--- src/rtl/regfile_pkg.sv ---
// Shared defaults and address-width helper for the scoreboarded register file.
package regfile_pkg;

    localparam int XLEN_D = 32;
    localparam int NREG_D = 32;
    localparam int NRD_D  = 2;

    // Address width for a register count; at least 1 bit so NREG=2 still has a port.
    function automatic int aw_of(input int nreg);
        int w;
        w = 1;
        for (int i = 1; i < 31; i++) begin
            if ((1 << i) < nreg) w = i + 1;
        end
        return w;
    endfunction

endpackage

--- src/rtl/regfile_scoreboard.sv ---
// Busy-bit scoreboard: issue sets, write clears, issue wins on a same-cycle collision.
module regfile_scoreboard
    import regfile_pkg::*;
#(
    parameter  int NREG = NREG_D,
    localparam int AW   = aw_of(NREG)
) (
    input  logic            clk,
    input  logic            rst_n,
    input  logic            we0,
    input  logic [AW-1:0]   wa0,
    input  logic            we1,
    input  logic [AW-1:0]   wa1,
    input  logic            iss_v,
    input  logic [AW-1:0]   iss_rd,
    output logic [NREG-1:0] busy_vec
);

    logic [NREG-1:0] busy_q;
    logic [NREG-1:0] busy_d;

    always_comb begin
        busy_d = busy_q;
        if (we0 && (wa0 != '0)) busy_d[wa0] = 1'b0;
        if (we1 && (wa1 != '0)) busy_d[wa1] = 1'b0;
        // Applied last: the newly issued producer outranks the completing write.
        if (iss_v && (iss_rd != '0)) busy_d[iss_rd] = 1'b1;
        busy_d[0] = 1'b0;
    end

    always_ff @(posedge clk or negedge rst_n) begin
        if (!rst_n) begin
            busy_q <= '0;
        end else begin
            busy_q <= busy_d;
        end
    end

    assign busy_vec = busy_q;

endmodule

--- src/rtl/regfile_sb.sv ---
// Two-write, NRD-read register file with write-through bypass and a busy scoreboard.
module regfile_sb
    import regfile_pkg::*;
#(
    parameter  int XLEN = XLEN_D,
    parameter  int NREG = NREG_D,
    parameter  int NRD  = NRD_D,
    localparam int AW   = aw_of(NREG)
) (
    input  logic                clk,
    input  logic                rst_n,
    input  logic                we0,
    input  logic [AW-1:0]       wa0,
    input  logic [XLEN-1:0]     wd0,
    input  logic                we1,
    input  logic [AW-1:0]       wa1,
    input  logic [XLEN-1:0]     wd1,
    input  logic [NRD*AW-1:0]   ra,
    output logic [NRD*XLEN-1:0] rd,
    output logic [NRD-1:0]      rd_busy,
    input  logic                iss_v,
    input  logic [AW-1:0]       iss_rd,
    output logic [NREG-1:0]     busy_vec
);

    logic [XLEN-1:0] regs_q [NREG];
    logic [XLEN-1:0] regs_d [NREG];
    logic            wr0_en;
    logic            wr1_en;

    // Gated by rst_n so a write presented during reset neither lands nor bypasses.
    assign wr0_en = we0 && rst_n && (wa0 != '0);
    assign wr1_en = we1 && rst_n && (wa1 != '0);

    always_comb begin
        regs_d = regs_q;
        if (wr0_en) regs_d[wa0] = wd0;
        if (wr1_en) regs_d[wa1] = wd1;
        regs_d[0] = '0;
    end

    always_ff @(posedge clk or negedge rst_n) begin
        if (!rst_n) begin
            for (int i = 0; i < NREG; i++) begin
                regs_q[i] <= '0;
            end
        end else begin
            regs_q <= regs_d;
        end
    end

    // iss_v has no ready: every issue is accepted in the cycle it is presented.
    regfile_scoreboard #(
        .NREG (NREG)
    ) u_scoreboard (
        .clk      (clk),
        .rst_n    (rst_n),
        .we0      (we0),
        .wa0      (wa0),
        .we1      (we1),
        .wa1      (wa1),
        .iss_v    (iss_v),
        .iss_rd   (iss_rd),
        .busy_vec (busy_vec)
    );

    for (genvar p = 0; p < NRD; p++) begin : g_rd
        logic [AW-1:0] addr;
        logic          hit0;
        logic          hit1;

        assign addr = ra[p*AW +: AW];
        assign hit0 = wr0_en && (wa0 == addr);
        assign hit1 = wr1_en && (wa1 == addr);

        assign rd[p*XLEN +: XLEN] = (addr == '0) ? '0 :
                                    hit1         ? wd1 :
                                    hit0         ? wd0 :
                                                   regs_q[addr];

        // busy_vec[0] is constant 0, so reads of register 0 never report busy.
        assign rd_busy[p] = busy_vec[addr] & ~(hit0 | hit1);
    end

endmodule

--- config.mk ---
export PLATFORM = sky130hd
export DESIGN_NAME = regfile_sb
export DESIGN_NICKNAME = d
export VERILOG_FILES = /design/src/rtl/regfile_pkg.sv /design/src/rtl/regfile_scoreboard.sv /design/src/rtl/regfile_sb.sv
export SDC_FILE = /design/constraint.sdc
export NUM_CORES = 2
export LEC_CHECK = 0
export CAP_MARGIN = 20
export CORE_MARGIN = 2
export CORE_UTILIZATION = 40
export DETAILED_ROUTE_END_ITERATION = 6
export PLACE_DENSITY = 0.58
export SKIP_CTS_REPAIR_TIMING = 1
export SLEW_MARGIN = 20
export SYNTH_ARGS = -nofsm -noshare
export SYNTH_HDL_FRONTEND = slang
export SYNTH_SLANG_ARGS = --single-unit
--- constraint.sdc ---
create_clock -name clk -period 2.9 [get_ports clk]
set_clock_uncertainty 0.1 [all_clocks]
set_input_delay 0.58 -clock clk [delete_from_list [all_inputs] [get_ports clk]]
set_output_delay 0.58 -clock clk [all_outputs]
set_load 0.1 [all_outputs]
==> out/metrics.yaml <==
cts:
  cts_tree: "done"
  insertion_delay_ns: 0.77
  cts_buffer_depth: 3
  cts_made_buffers: 115
  clkTransAtPathRegs_ns: 0.07
  cts.sinks: 1023
  cts-root-buf: "clkbuf_16"
  htreeDepth: 3
setup_path:
  cp.arrival_ns: 2.88
  cp.required_ns: 2.22
  crit_type: "flip-flop to output pin"
  cp_max_fo: 3
  start_kind: "flip-flop"
  worstSetupEndpointType: "output pin"
timing:
  fin_ws_ns: -0.664
  max_freq_mhz: 281
  worstMarginPinSlew_ns: 1.09
  slew_headroom: 0.273
  worst_hold_slack_ns: -0.0223
  rsz0062_at_grt: "yes"
  drv_slew: 0
  setup_viol: 66
  finalCriticalPeriod_ns: 3.56
  hold_viol: 1
  fin_crit_sh: 1.23
power_and_ir_drop:
  leakage_uw: 0.0350
  power_uw: 53700
  ir_drop_v: 0.000548
  cellPowerDensity_nw_per_um2: 638
global_route:
  grt.overflow.total: 0
  grtUsageTotal: 0.335
  grt_pass1_vias: 54700
  antenna_found_initial: 11
  grt_max_degree: 159
  grt_pass1_wl_mm: 407
synth:
  synth.top_cell.area_share: 0.393
  synth.most_common_cell: "mux2i_1"
  synth_edf_count: 0
  synth_mux_area_frac: 0.343
  avgSynthCellArea_um2: 10.4
  synth_xor_area_frac: 0.00269
  synth-seq-cells: 1023
  synth_compound_area_frac: 0.126
  syn_inst: 6251
  ys_top_cells_by_area: "dfrtp_1 39%, mux2i_1 18%, mux4_2 16%"
  netlist_area_um2: 65200
  yosysUniqueCellTypes: 54
  ys_warn_count: 0
  ys.flop_type: "dfrtp_1"
  yosys.area.top_type: "dfrtp_1"
  synth_top_family_by_area: "multiplexers"
  async_reset_ff_frac: 1.00
  synth-simple-area-share: 0.0829
  yosysSeqAreaShare: 0.393
  ys_top_cells_by_count: "1143 x mux2i_1, 1023 x dfrtp_1, 679 x a21oi_1"
  synth_fa_ha_area_frac: 0
  syn-num-nets: 6345
placement:
  numPortBuffers: 190
  dp_hpwl_mm: 194
  dp_slack_ns: -1.17
  postPlaceCellArea_um2: 77200
  gp_congestion: 0.957
drt:
  vias_per_cell: 6.43
  first_pass_iters: 6
  drt_iter0_markers: 7666
  drc_errors: 0
  routed-via-count: 57100
  routed_wirelength_mm: 292
  wl_per_cell_um: 32.9
  ant_nets: 0
die:
  die_w_um: 408
  dieArea_um2: 166000
  rows: 148
  ios: 192
  core_area_um2: 162000
  die_h_um: 408
  start_util: 0.402
final_layout:
  syn_to_final_growth_pct: 29.3
  fin_area_um2: 84200
  utilization: 0.519
  drive_gt1_frac: 0.305
  layout.nets: 6703
hold_path:
  hold_path.class: "input pin to async pin"
status:
  violations: "hold timing, setup timing"
  status: "complete, but fails checks"
job:
  maxCapViolations: 0
==> layout make-up <==
cell class              instances  area (um^2)
fillers                     14200        78000
multi-input cells            4448        38800
flip-flops and latches       1023        25600
repair buffers               1018        13100
clock buffers                 164         3340
well taps                    2175         2720
clock inverters                49          681
inverters                       3         11.3
diodes                          3         7.51
==> path summary, 6_finish.rpt <==
kind                            cells past startpoint  slack [ns]                                start                                   to
worst min-delay path                                3       -0.02                                rst_n                regs_q[252]$_DFF_PN0_
worst max-delay path                                7       -0.66                regs_q[351]$_DFF_PN0_                               rd[31]
worst max register to register                      3        1.90                regs_q[607]$_DFF_PN0_                regs_q[607]$_DFF_PN0_
min in group clk                                    4        0.39                               wa0[0]  u_scoreboard.busy_vec[25]$_DFF_PN0_
worst min register to register                      2        0.44  u_scoreboard.busy_vec[12]$_DFF_PN0_  u_scoreboard.busy_vec[12]$_DFF_PN0_
max in group asynchronous                           5        0.71                                rst_n                regs_q[648]$_DFF_PN0_
==> worst max-delay path, cell delays in order (launching register included) <==
cell and delay, ns:
dfrtp_1 0.43, mux4_2 0.48, mux2i_1 0.38, nand2_1 0.14, nand3_1 0.12, o22ai_2 0.08
mux2_4 0.29, buf_12 0.17
==> cells in the final DEF, fill, tap and decap left out, types with 20 or more instances in the layout <==
cell             Yosys  layout
clkbuf_16            0     136
mux2i_1           1143    1115
buf_4               77     505
clkbuf_8             0      26
clkbuf_1           490      22
mux4_2             466     466
o21ai_4              0      30
clkdlybuf4s50_1      0      70
o21ai_1             70      69
a22oi_1            108      49
o21ai_0            391     362
mux2_2              38      36
dfrtp_1           1023     992
buf_12               0     345
nor2_4               0      34
nor3_1              41      34
a22oi_2              0      59
nor2_1             640     625
nand3_4              0      42
nand2_1            503     454
a21oi_1            679     641
clkinv_2             0      24
nand2_4              0      47
buf_6                2      36
a21oi_2              0      32
a221oi_1            62      52
dfrtp_2              0      31
a211oi_1            33      20
==> state kept, by name, summed over array words and instances, names as in the netlist <==
| signal | count |
|---|---|
| regs_q | 992 |
| u_scoreboard.busy_vec | 31 |
==> power by group <==
part           total, uW  switching (uW)  internal, uW  leakage (uW)
clock              15900            6630          9250       0.00199
sequential         20900            3070         17800        0.0128
combinational      17000            8860          8130        0.0202
total              53700           18600         35200        0.0350
==> layer usage <==
metal | track usage | up-vias | part of all wire
li1 | - | 23600 | -
met1 | 0.441 | 28800 | 0.38
met2 | 0.501 | 3847 | 0.44
met3 | 0.0915 | 845 | 0.11
met4 | 0.183 | 6 | 0.065
met5 | 0 | - | 0.00014
==> cell families after synthesis <==
| logic type | after synthesis |
|---|---|
| other cells | 1 |
| buf+inv | 780 |
| compound gates | 1450 |
| mux | 1647 |
| xor+xnor | 20 |
| flops | 1023 |
| simple gates | 1330 |
==> metrics by stage <==
step                      setup TNS, ns  std cells
final                            -30.99       8883
after CTS                        -64.80       8774
after global routing             -32.91       8880
after floorplan                   -6.26       6251
after global placement          -146.47       8561
after detailed placement        -154.08       8561
(Power assumes the default switching activity.)
